**src/rtl/mc_ctl_pkg.sv**
```systemverilog
// mc_ctl_pkg: state encodings, MIPS opcode/funct constants and datapath select codes
// shared by the multi-cycle control unit and its ALU control decoder.
package mc_ctl_pkg;

   typedef enum logic [3:0] {
      ST_FETCH   = 4'd0,
      ST_DECODE  = 4'd1,
      ST_MEM_ADR = 4'd2,
      ST_MEM_RD  = 4'd3,
      ST_MEM_WB  = 4'd4,
      ST_MEM_WR  = 4'd5,
      ST_EXEC    = 4'd6,
      ST_ALU_WB  = 4'd7,
      ST_BRANCH  = 4'd8,
      ST_JUMP    = 4'd9,
      ST_ADDI_EX = 4'd10,
      ST_ADDI_WB = 4'd11
   } state_t;

   localparam logic [5:0] OP_RTYPE = 6'b000000;
   localparam logic [5:0] OP_J     = 6'b000010;
   localparam logic [5:0] OP_BEQ   = 6'b000100;
   localparam logic [5:0] OP_ADDI  = 6'b001000;
   localparam logic [5:0] OP_LW    = 6'b100011;
   localparam logic [5:0] OP_SW    = 6'b101011;

   localparam logic [5:0] FN_ADD = 6'b100000;
   localparam logic [5:0] FN_SUB = 6'b100010;
   localparam logic [5:0] FN_AND = 6'b100100;
   localparam logic [5:0] FN_OR  = 6'b100101;
   localparam logic [5:0] FN_NOR = 6'b100111;
   localparam logic [5:0] FN_SLT = 6'b101010;

   localparam logic [3:0] ALU_AND = 4'b0000;
   localparam logic [3:0] ALU_OR  = 4'b0001;
   localparam logic [3:0] ALU_ADD = 4'b0010;
   localparam logic [3:0] ALU_SUB = 4'b0110;
   localparam logic [3:0] ALU_SLT = 4'b0111;
   localparam logic [3:0] ALU_NOR = 4'b1100;

   localparam logic [1:0] SRC_B_REG     = 2'b00;
   localparam logic [1:0] SRC_B_FOUR    = 2'b01;
   localparam logic [1:0] SRC_B_IMM     = 2'b10;
   localparam logic [1:0] SRC_B_IMM_SH2 = 2'b11;

   localparam logic [1:0] PC_SRC_ALU    = 2'b00;
   localparam logic [1:0] PC_SRC_ALUOUT = 2'b01;
   localparam logic [1:0] PC_SRC_JUMP   = 2'b10;

endpackage

```
**src/rtl/mc_control_unit_if.sv**
```systemverilog
// mc_control_unit_if: instruction-register inputs, ALU flag and all control outputs
// between the control unit (master) and the multi-cycle datapath (slave).
interface mc_control_unit_if;
   logic [5:0] Opcode;
   logic [5:0] Funct;
   logic       Zero_Flag;
   logic       PC_En;
   logic       IorD;
   logic       Mem_Read;
   logic       Mem_Write;
   logic       IR_Write;
   logic       Reg_Dst;
   logic       Mem_to_Reg;
   logic       Reg_Write;
   logic       ALU_Src_A;
   logic [1:0] ALU_Src_B;
   logic [3:0] ALU_Ctl;
   logic [1:0] PC_Src;
   logic       Illegal_Op;
   logic [3:0] State;

   modport master (
      input  Opcode, Funct, Zero_Flag,
      output PC_En, IorD, Mem_Read, Mem_Write, IR_Write, Reg_Dst, Mem_to_Reg,
             Reg_Write, ALU_Src_A, ALU_Src_B, ALU_Ctl, PC_Src, Illegal_Op, State
   );

   modport slave (
      output Opcode, Funct, Zero_Flag,
      input  PC_En, IorD, Mem_Read, Mem_Write, IR_Write, Reg_Dst, Mem_to_Reg,
             Reg_Write, ALU_Src_A, ALU_Src_B, ALU_Ctl, PC_Src, Illegal_Op, State
   );
endinterface

```
**src/rtl/mc_control_unit_alu_ctl_decode.sv**
```systemverilog
// alu_ctl_decode: R-type funct field to 4-bit ALU operation; valid is low for
// unsupported funct codes, in which case ADD is returned.
module alu_ctl_decode
   import mc_ctl_pkg::*;
(
   input  logic [5:0] funct,
   output logic [3:0] alu_ctl,
   output logic       valid
);
   always_comb begin
      alu_ctl = ALU_ADD;
      valid   = 1'b1;
      case (funct)
         FN_ADD:  alu_ctl = ALU_ADD;
         FN_SUB:  alu_ctl = ALU_SUB;
         FN_AND:  alu_ctl = ALU_AND;
         FN_OR:   alu_ctl = ALU_OR;
         FN_SLT:  alu_ctl = ALU_SLT;
         FN_NOR:  alu_ctl = ALU_NOR;
         default: valid   = 1'b0;
      endcase
   end
endmodule

```
**src/rtl/mc_control_unit.sv**
```systemverilog
// mc_control_unit: Moore FSM sequencing MIPS instructions fetch..writeback.
// Define ADDI_EN to add the addi execute/writeback states.
module mc_control_unit
   import mc_ctl_pkg::*;
(
   input  logic              Clk,
   input  logic              Rst_n,
   mc_control_unit_if.master ctl
);
   state_t     state;
   state_t     state_nxt;
   logic       is_lw;
   logic [3:0] exec_alu_ctl;
   logic       exec_valid;
   logic       illegal;

   logic       pc_en;
   logic       iord;
   logic       mem_read;
   logic       mem_write;
   logic       ir_write;
   logic       reg_dst;
   logic       mem_to_reg;
   logic       reg_write;
   logic       alu_src_a;
   logic [1:0] alu_src_b;
   logic [3:0] alu_ctl;
   logic [1:0] pc_src;

   alu_ctl_decode u_alu_ctl_decode (
      .funct   (ctl.Funct),
      .alu_ctl (exec_alu_ctl),
      .valid   (exec_valid)
   );

   // The lw/sw choice is captured in DECODE so MEM_ADR no longer depends on Opcode.
   always_ff @(posedge Clk or negedge Rst_n) begin
      if (!Rst_n) begin
         state <= ST_FETCH;
         is_lw <= 1'b0;
      end else begin
         state <= state_nxt;
         if (state == ST_DECODE)
            is_lw <= (ctl.Opcode == OP_LW);
      end
   end

   always_comb begin
      state_nxt = ST_FETCH;
      illegal   = 1'b0;
      case (state)
         ST_FETCH:   state_nxt = ST_DECODE;
         ST_DECODE: begin
            case (ctl.Opcode)
               OP_LW, OP_SW: state_nxt = ST_MEM_ADR;
               OP_RTYPE:     state_nxt = ST_EXEC;
               OP_BEQ:       state_nxt = ST_BRANCH;
               OP_J:         state_nxt = ST_JUMP;
`ifdef ADDI_EN
               OP_ADDI:      state_nxt = ST_ADDI_EX;
`endif
               default:      illegal   = 1'b1;
            endcase
         end
         ST_MEM_ADR: state_nxt = is_lw ? ST_MEM_RD : ST_MEM_WR;
         ST_MEM_RD:  state_nxt = ST_MEM_WB;
         ST_EXEC: begin
            if (exec_valid)
               state_nxt = ST_ALU_WB;
            else
               illegal   = 1'b1;
         end
`ifdef ADDI_EN
         ST_ADDI_EX: state_nxt = ST_ADDI_WB;
`endif
         default:    state_nxt = ST_FETCH;
      endcase
   end

   always_comb begin
      pc_en      = 1'b0;
      iord       = 1'b0;
      mem_read   = 1'b0;
      mem_write  = 1'b0;
      ir_write   = 1'b0;
      reg_dst    = 1'b0;
      mem_to_reg = 1'b0;
      reg_write  = 1'b0;
      alu_src_a  = 1'b0;
      alu_src_b  = SRC_B_REG;
      alu_ctl    = ALU_ADD;
      pc_src     = PC_SRC_ALU;
      case (state)
         ST_FETCH: begin
            mem_read  = 1'b1;
            ir_write  = 1'b1;
            alu_src_b = SRC_B_FOUR;
            pc_en     = 1'b1;
         end
         ST_DECODE:  alu_src_b = SRC_B_IMM_SH2;
         ST_MEM_ADR: begin
            alu_src_a = 1'b1;
            alu_src_b = SRC_B_IMM;
         end
         ST_MEM_RD: begin
            mem_read = 1'b1;
            iord     = 1'b1;
         end
         ST_MEM_WB: begin
            mem_to_reg = 1'b1;
            reg_write  = 1'b1;
         end
         ST_MEM_WR: begin
            mem_write = 1'b1;
            iord      = 1'b1;
         end
         ST_EXEC: begin
            alu_src_a = 1'b1;
            alu_ctl   = exec_alu_ctl;
         end
         ST_ALU_WB: begin
            reg_dst   = 1'b1;
            reg_write = 1'b1;
         end
         // Zero_Flag is 1 when the difference is nonzero, so the branch is taken on 0.
         ST_BRANCH: begin
            alu_src_a = 1'b1;
            alu_ctl   = ALU_SUB;
            pc_src    = PC_SRC_ALUOUT;
            pc_en     = ~ctl.Zero_Flag;
         end
         ST_JUMP: begin
            pc_src = PC_SRC_JUMP;
            pc_en  = 1'b1;
         end
`ifdef ADDI_EN
         ST_ADDI_EX: begin
            alu_src_a = 1'b1;
            alu_src_b = SRC_B_IMM;
         end
         ST_ADDI_WB: reg_write = 1'b1;
`endif
         default: ;
      endcase
   end

   // Architectural write strobes are held off for as long as reset is asserted.
   assign ctl.PC_En      = pc_en & Rst_n;
   assign ctl.IR_Write   = ir_write & Rst_n;
   assign ctl.Mem_Write  = mem_write & Rst_n;
   assign ctl.Reg_Write  = reg_write & Rst_n;
   assign ctl.IorD       = iord;
   assign ctl.Mem_Read   = mem_read;
   assign ctl.Reg_Dst    = reg_dst;
   assign ctl.Mem_to_Reg = mem_to_reg;
   assign ctl.ALU_Src_A  = alu_src_a;
   assign ctl.ALU_Src_B  = alu_src_b;
   assign ctl.ALU_Ctl    = alu_ctl;
   assign ctl.PC_Src     = pc_src;
   assign ctl.Illegal_Op = illegal;
   assign ctl.State      = state;

endmodule

```
**src/flat_wrapper.sv**
```systemverilog
// flat-port wrapper written by rule: the top's interface ports become plain ports
module mc_control_unit_flat import mc_ctl_pkg::*;
  (Clk, Rst_n, ctl_Opcode, ctl_Funct, ctl_Zero_Flag, ctl_PC_En, ctl_IorD, ctl_Mem_Read, ctl_Mem_Write, ctl_IR_Write, ctl_Reg_Dst, ctl_Mem_to_Reg, ctl_Reg_Write, ctl_ALU_Src_A, ctl_ALU_Src_B, ctl_ALU_Ctl, ctl_PC_Src, ctl_Illegal_Op, ctl_State);
  mc_control_unit_if ctl_i ();
  input  logic Clk;
  input  logic Rst_n;
  input wire logic [$bits(ctl_i.Opcode)-1:0] ctl_Opcode;
  input wire logic [$bits(ctl_i.Funct)-1:0] ctl_Funct;
  input wire logic [$bits(ctl_i.Zero_Flag)-1:0] ctl_Zero_Flag;
  output wire logic [$bits(ctl_i.PC_En)-1:0] ctl_PC_En;
  output wire logic [$bits(ctl_i.IorD)-1:0] ctl_IorD;
  output wire logic [$bits(ctl_i.Mem_Read)-1:0] ctl_Mem_Read;
  output wire logic [$bits(ctl_i.Mem_Write)-1:0] ctl_Mem_Write;
  output wire logic [$bits(ctl_i.IR_Write)-1:0] ctl_IR_Write;
  output wire logic [$bits(ctl_i.Reg_Dst)-1:0] ctl_Reg_Dst;
  output wire logic [$bits(ctl_i.Mem_to_Reg)-1:0] ctl_Mem_to_Reg;
  output wire logic [$bits(ctl_i.Reg_Write)-1:0] ctl_Reg_Write;
  output wire logic [$bits(ctl_i.ALU_Src_A)-1:0] ctl_ALU_Src_A;
  output wire logic [$bits(ctl_i.ALU_Src_B)-1:0] ctl_ALU_Src_B;
  output wire logic [$bits(ctl_i.ALU_Ctl)-1:0] ctl_ALU_Ctl;
  output wire logic [$bits(ctl_i.PC_Src)-1:0] ctl_PC_Src;
  output wire logic [$bits(ctl_i.Illegal_Op)-1:0] ctl_Illegal_Op;
  output wire logic [$bits(ctl_i.State)-1:0] ctl_State;
  assign ctl_i.Opcode = ctl_Opcode;
  assign ctl_i.Funct = ctl_Funct;
  assign ctl_i.Zero_Flag = ctl_Zero_Flag;
  assign ctl_PC_En = ctl_i.PC_En;
  assign ctl_IorD = ctl_i.IorD;
  assign ctl_Mem_Read = ctl_i.Mem_Read;
  assign ctl_Mem_Write = ctl_i.Mem_Write;
  assign ctl_IR_Write = ctl_i.IR_Write;
  assign ctl_Reg_Dst = ctl_i.Reg_Dst;
  assign ctl_Mem_to_Reg = ctl_i.Mem_to_Reg;
  assign ctl_Reg_Write = ctl_i.Reg_Write;
  assign ctl_ALU_Src_A = ctl_i.ALU_Src_A;
  assign ctl_ALU_Src_B = ctl_i.ALU_Src_B;
  assign ctl_ALU_Ctl = ctl_i.ALU_Ctl;
  assign ctl_PC_Src = ctl_i.PC_Src;
  assign ctl_Illegal_Op = ctl_i.Illegal_Op;
  assign ctl_State = ctl_i.State;
  mc_control_unit u_core (.Clk(Clk), .Rst_n(Rst_n), .ctl(ctl_i));
endmodule
```
**config.mk**
```make
export PLATFORM = sky130hd
export DESIGN_NAME = mc_control_unit_flat
export DESIGN_NICKNAME = d
export VERILOG_FILES = /design/src/rtl/mc_ctl_pkg.sv /design/src/rtl/mc_control_unit_if.sv /design/src/rtl/mc_control_unit_alu_ctl_decode.sv /design/src/rtl/mc_control_unit.sv /design/src/flat_wrapper.sv
export SDC_FILE = /design/constraint.sdc
export NUM_CORES = 1
export LEC_CHECK = 0
export CELL_PAD_IN_SITES_DETAIL_PLACEMENT = 0
export CELL_PAD_IN_SITES_GLOBAL_PLACEMENT = 1
export CORE_MARGIN = 1
export CORE_UTILIZATION = 25
export DETAILED_ROUTE_END_ITERATION = 8
export PLACE_DENSITY = 0.79
export SYNTH_ARGS = -nofsm -noshare
export SYNTH_HDL_FRONTEND = slang
export SYNTH_SLANG_ARGS = --single-unit
```
**constraint.sdc**
```tcl
create_clock -name Clk -period 1.71 [get_ports Clk]
set_input_delay 0.4275 -clock Clk [delete_from_list [all_inputs] [get_ports Clk]]
set_output_delay 0.4275 -clock Clk [all_outputs]
set_load 0.01 [all_outputs]
```
==> flow_summary.yaml, run 1 <==
outcome:
  status: "complete, but fails checks"
  violations: "setup timing"
sta:
  fin_crit_ns: 1.87
  fin_worst_skew_ns: 0.00119
  rsz0062_at_grt: "yes"
  max_slew_margin_pct: 83.9
  finalMaxSlewViolations: 0
  timing.final.crit_share_pct: 109
  tightestPinTransition_ns: 0.241
  finalHoldViolCount: 0
  setup_violations: 11
  max_freq_mhz: 535
  setup_tns_ns: -0.801
  setup_ws_ns: -0.158
placed_design:
  routabilityCongestion: 0.803
  dpl.hpwl_um: 1560
  postPlaceCellArea_um2: 1180
  numPortBuffers: 36
floorplanning:
  fp.coreArea_um2: 2300
  dieWidth_um: 52.1
  die_area_um2: 2720
  die_h_um: 52.1
  io_pins: 37
  initial_core_util_pct: 27.3
  row_count: 17
final_layout:
  final_common_cell: "buf_4"
  regArea_um2: 130
  drive_gt1_share_pct: 62.1
  syn2layout_area_growth_pct: 109
  layout_common_cells: "34 x buf_4, 15 x buf_2, 9 x nor2_1"
  n_antenna_cell: 0
  nNetsFinal: 169
  fill_cells: 218
  multi_input_area_um2: 538
  stdcell_area_um2: 1310
worst_setup_path:
  cp_slowest_cell: "nor4_4"
  crit_type: "input port to primary output"
  end_kind: "primary output"
  critPathMaxFanout: 4
  worstPathRequired_ns: 1.28
  crit_path_start_kind: "input port"
  crit_chain: "clkdlybuf4s15_2, nor4_4, o21ai_1, a32o_1, buf_2"
  critPathMaxStageDelay_ns: 0.28
  critPathArrivalTime_ns: 1.44
clock_network:
  cts_hold_buffers: 0
  clk_latency_ns: 0.24
  clockBufferDepth: 2
  cts-root-buf: "clkbuf_4"
  cts.htree.levels: 1
  cts_buffers: 3
  cts_tree: "yes"
  cts_num_sinks: 5
  path_clk_slew_ns: 0.04
drt:
  postRouteAntennaNets: 0
  totalWireLength_um: 2210
  vias: 863
  wl_per_cell_um: 12.2
  drt_iter0_markers: 3
  vias_per_cell: 4.77
  firstDrtPassIters: 2
  drc: 0
power_and_ir_drop:
  p_leak_nw: 0.667
  power.density_nw_per_um2: 703
  vdd_ir_drop_max_v: 0.000349
synth:
  yosys_warnings: 0
  ys_seq_area_share_pct: 19.9
  ys_ff_latch: 5
  syn_avg_cell_area_um2: 7.95
  syn_area_um2: 628
  synth_nets: 94
  synth_top_area_share_pct: 19.9
  yosys-top-cells-area: "dfrtp_1 20%, nor2_1 7.8%, buf_6 5.4%, nand2b_1 5.0%, o211ai_1 4.8%"
  synth_top_area_cell: "dfrtp_1"
  synth.distinct_cells: 37
  postSynthCellCount: 79
job:
  cap_viol_max_count: 0
global_route:
  grt_pass1_wl_um: 3450
  antenna_found_initial: 0
  grt_overflow: 0
  groute.usage.overall_pct: 16.7
  grt_pass1_vias: 803
  grt_max_degree: 8
hold_path:
  min_path_type: "input port to asynchronous set/reset pin"
kinds of logic (layout without fill, tap and decap cells):
logic type	after synthesis	count (layout)	share of synthesized area, %
DFF	5	5	19.9
and+or+nand+nor	47	47	48.0
xor gates and xnor gates	2	2	2.79
buffers and inverters	9	83	9.56
muxes	1	1	1.59
AOI/OAI and AO/OA	15	15	18.1
path summary, 6_finish.rpt:
check / start / slack, ns / endpoint / cells after the start
max: ctl_Opcode[1] / -0.16 / ctl_Illegal_Op / 5
min: Rst_n / 0.20 / u_core.ctl.State[1]$_DFF_PN0_ / 2
max in group asynchronous: Rst_n / 1.39 / u_core.ctl.State[2]$_DFF_PN0_ / 2
min reg2reg: u_core.is_lw$_DFFE_PN0P_ / 0.53 / u_core.ctl.State[1]$_DFF_PN0_ / 2
max reg2reg: u_core.ctl.State[2]$_DFF_PN0_ / 0.31 / u_core.ctl.State[2]$_DFF_PN0_ / 7
min in group Clk: u_core.is_lw$_DFFE_PN0P_ / 0.53 / u_core.ctl.State[1]$_DFF_PN0_ / 2
cell type report:
class / count / share of cell area, %
sequential: 5 / 9.90
inverter: 5 / 1.43
timing repair buffer: 74 / 43.0
clock buffer: 4 / 2.00
multi-input combinational: 65 / 41.0
tap: 28 / 2.67
timing repair:
action                                  CTS  global route
hold endpoints to repair                  0             0
gates resized for setup                 113            23
setup buffers                             5             8
cloned                                    0             0
endpoints found under the setup margin   22            17
pin swaps                                 7            12
Yosys cell counts:
master,n
a22oi_2,1
and3_2,1
nor3_1,2
buf_6,3
xor2_1,1
nor2_1,13
nor2b_1,3
a32o_1,1
o21ai_2,1
o21ai_1,2
and3b_1,1
and3_1,3
nand3b_1,2
nand2_1,3
a41oi_1,1
and4bb_1,1
or2_1,1
nand4b_1,1
nor4_4,1
and2b_1,1
o211ai_1,4
nand4_1,1
nor3b_1,1
dfrtp_1,5
xnor2_1,1
mux2i_1,1
o32ai_1,2
nor4b_4,1
and2_1,1
inv_1,5
or3_4,1
a21oi_1,1
o21ai_0,1
nand2b_1,5
a31oi_1,1
nand3_1,4
buf_4,1
worst max-delay path: cells and delay by family:
family	cells	cell delay, ns
simple gates	1	0.28
buf+inv	2	0.37
compound gates	2	0.36
routing by layer:
layer  global-route usage, %  share of wire [%]  vias to the layer above
met3                    2.34                5.1                        0
met2                    30.6                 51                       22
met5                       0                  0                        -
li1                        -                  -                      437
met4                    5.41                  0                        0
met1                    19.7                 44                      404
per-stage QoR:
stage	instances	setup WS (ns)	utilization [%]	power (W)	hold slack, ns
3_3_place_gp	165	-0.776	51.3	0.000716	0.513
3_5_place_dp	165	-0.812	51.3	0.000722	0.533
6_report	181	-0.158	57.2	0.000924	0.205
2_1_floorplan	79	0.0999	-	0.000417	0.132
5_1_grt	181	-0.214	57.2	0.000986	0.219
4_1_cts	174	-0.185	53.3	0.000851	0.540
where the power goes:
group	internal [W]	total [W]	switching [W]	leakage [nW]
Sequential	0.000138	0.000163	0.0000252	0.0614
Combinational	0.000349	0.000630	0.000281	0.590
Clock	0.0000879	0.000131	0.0000433	0.0150
Total	0.000574	0.000924	0.000350	0.667
registers in the layout, summed over array words and instances, names as in the netlist:
name              flops
u_core.ctl.State      4
u_core.is_lw          1
Power figures use the tool's default switching activity.
==> inputs of run 2 (changes only) <==
CORE_UTILIZATION = 26   (was 25)
CTS_BUF_LIST = sky130_fd_sc_hd__clkbuf_2 sky130_fd_sc_hd__clkbuf_4 sky130_fd_sc_hd__clkbuf_8   (was default)
PLACE_DENSITY = 0.82   (was 0.79)
==> run 2 against run 1 <==
  * The run still ends with setup timing left
  * Sequential cell count unchanged
  * Global-route usage increased by 1.4 points
  * Die area is 3.7% lower
  * Wire length increased by 1.1%
  * Utilization increased by 5.2 points
  * Sequential share of layout area fell by 0.65 points
  * Total power increased by 3.8%
  * Sequential power down 2%
  * Clock power up 17%
  * Count of clock-buffer cells in the layout did not move
  * Via count increased by 1.5%
  * Register-to-register slack got worse by 0.06 ns
==> flow_summary.yaml, run 2 (synthesis results as in run 1) <==
final_layout:
  largest_reg_flops: 4
  regArea_um2: 130
  n_antenna_cell: 0
  syn2layout_area_growth_pct: 124
  nNetsFinal: 176
  layout_common_cells: "39 x buf_4, 16 x buf_2, 11 x dlygate4sd2_1"
  fill_cells: 197
  final_common_cell: "buf_4"
  finalNonFillerCells: 188
  drive_gt1_share_pct: 66.9
  multi_input_area_um2: 572
drt:
  wl_met3_um: 90
  drc: 0
  postRouteAntennaNets: 0
  wl_per_cell_um: 11.9
  routed-wl-met2_um: 1190
  met1Wirelength_um: 951
  firstDrtPassIters: 4
  drt_iter0_markers: 10
  vias_per_cell: 4.66
  top_layer_used: "met3"
  totalWireLength_um: 2230
  vias: 876
power_and_ir_drop:
  total_power_w: 0.000959
  p_leak_nw: 0.700
  vdd_ir_drop_max_v: 0.000354
  pwr-share-clk_pct: 16.0
  power.density_nw_per_um2: 682
  sequentialPowerShare_pct: 16.6
  power_switching_w: 0.000365
  switching_share_pct: 38.1
  pwr-share-comb_pct: 67.4
  internal-power_w: 0.000594
sta:
  max_freq_mhz: 529
  max_slew_margin_pct: 83.1
  timing.final.crit_share_pct: 111
  fin_worst_skew_ns: 0.00139
  finalMaxSlewViolations: 0
  tightestPinTransition_ns: 0.254
  setup_violations: 15
  fin_crit_ns: 1.89
  finalHoldViolCount: 0
  setup_ws_ns: -0.180
  rsz0062_at_grt: "yes"
  finalHoldWorstSlack_ns: 0.322
  setup_tns_ns: -1.35
global_route:
  groute.usage.overall_pct: 18.2
  grt_pass1_wl_um: 3710
  grt_max_degree: 9
  grt_pass1_vias: 854
  grt_overflow: 0
  antenna_found_initial: 0
worst_setup_path:
  critPathArrivalTime_ns: 1.46
  reg2reg_depth: 6
  end_kind: "primary output"
  critPathMaxFanout: 4
  crit_type: "register to primary output"
  worstPathRequired_ns: 1.28
  timing.rr.end: "u_core.ctl.State[3]$_DFF_PN0_"
  crit_path_start_kind: "register"
  r2r_slack_ns: 0.25
  r2r-start: "u_core.ctl.State[3]$_DFF_PN0_"
floorplanning:
  fp.coreArea_um2: 2250
  die_h_um: 51.2
  dieWidth_um: 51.2
  die_area_um2: 2620
  io_pins: 37
  row_count: 17
  initial_core_util_pct: 27.9
placed_design:
  dp.cells: 167
  dpl.hpwl_um: 1580
  numPortBuffers: 36
  routabilityCongestion: 0.839
outcome:
  status: "complete, but fails checks"
  violations: "setup timing"
clock_network:
  path_clk_slew_ns: 0.04
  cts_num_sinks: 5
  clk_latency_ns: 0.24
  cts_buffers: 3
  clockBufferDepth: 2
  cts-root-buf: "clkbuf_4"
  cts_tree: "yes"
  cts.htree.levels: 1
job:
  cap_viol_max_count: 0
hold_path:
  min_path_type: "input port to asynchronous set/reset pin"
[run 2: metrics by stage]
step	worst slack [ns]	instance area (µm²)	util [%]
6_report	-0.180	1410	62.4
2_1_floorplan	0.0999	628	-
3_5_place_dp	-0.814	1190	52.9
4_1_cts	-0.204	1350	59.9
3_3_place_gp	-0.760	1190	52.9
5_1_grt	-0.228	1410	62.4
[run 2: how the worst max path moves through the flow]
stage	from	endpoint	slack, ns	cells after the start
final	u_core.ctl.State[1]$_DFF_PN0_	ctl_Illegal_Op	-0.18	5
after global routing	u_core.ctl.State[1]$_DFF_PN0_	ctl_Illegal_Op	-0.23	5
after CTS	u_core.ctl.State[1]$_DFF_PN0_	ctl_Illegal_Op	-0.20	5
after detailed placement	ctl_Opcode[0]	ctl_Illegal_Op	-0.81	5
after global placement	ctl_Opcode[1]	ctl_Illegal_Op	-0.76	5
after floorplan	u_core.ctl.State[3]$_DFF_PN0_	ctl_ALU_Ctl[2]	0.1	4
[run 2: power by group through the flow]
stage	Combinational, W	Clock, W	Sequential [W]
6_report	0.000646	0.000153	0.000159
5_1_grt	0.000704	0.000168	0.000161
4_1_cts	0.000616	0.000156	0.000159
3_5_place_dp	0.000561	0	0.000158
3_3_place_gp	0.000556	0	0.000158
2_1_floorplan	0.000260	0	0.000157
[run 2: layout make-up]
cell class | instances | area share (%)
clock buffer | 4 | 2.14
multi-input combinational | 65 | 40.7
timing repair buffer | 81 | 44.1
inverter | 5 | 1.33
sequential | 5 | 9.25
tap | 28 | 2.49
[run 2: what timing repair did]
item,CTS,global route
setup buffers,13,7
endpoints found under the setup margin,22,18
hold buffers,0,0
gates resized for setup,126,16
pin swaps,13,10
[run 2: per-layer routing]
metal	vias to the layer above	GRT usage, %
met5	-	0
met4	0	5.09
met3	0	2.08
met2	26	34.9
met1	401	20.7
li1	449	-
[run 2: critical path, cell delays in order, from the launching register on]
cell      delay, ns
dfrtp_2        0.40
buf_6          0.13
and4bb_2       0.25
buf_6          0.12
a32o_1         0.19
buf_2          0.13
==> inputs of run 3 (changes only) <==
CAP_MARGIN = 5   (was default)
==> results of run 3 <==
Final layout, timing and power as in run 2 (identical DEF).
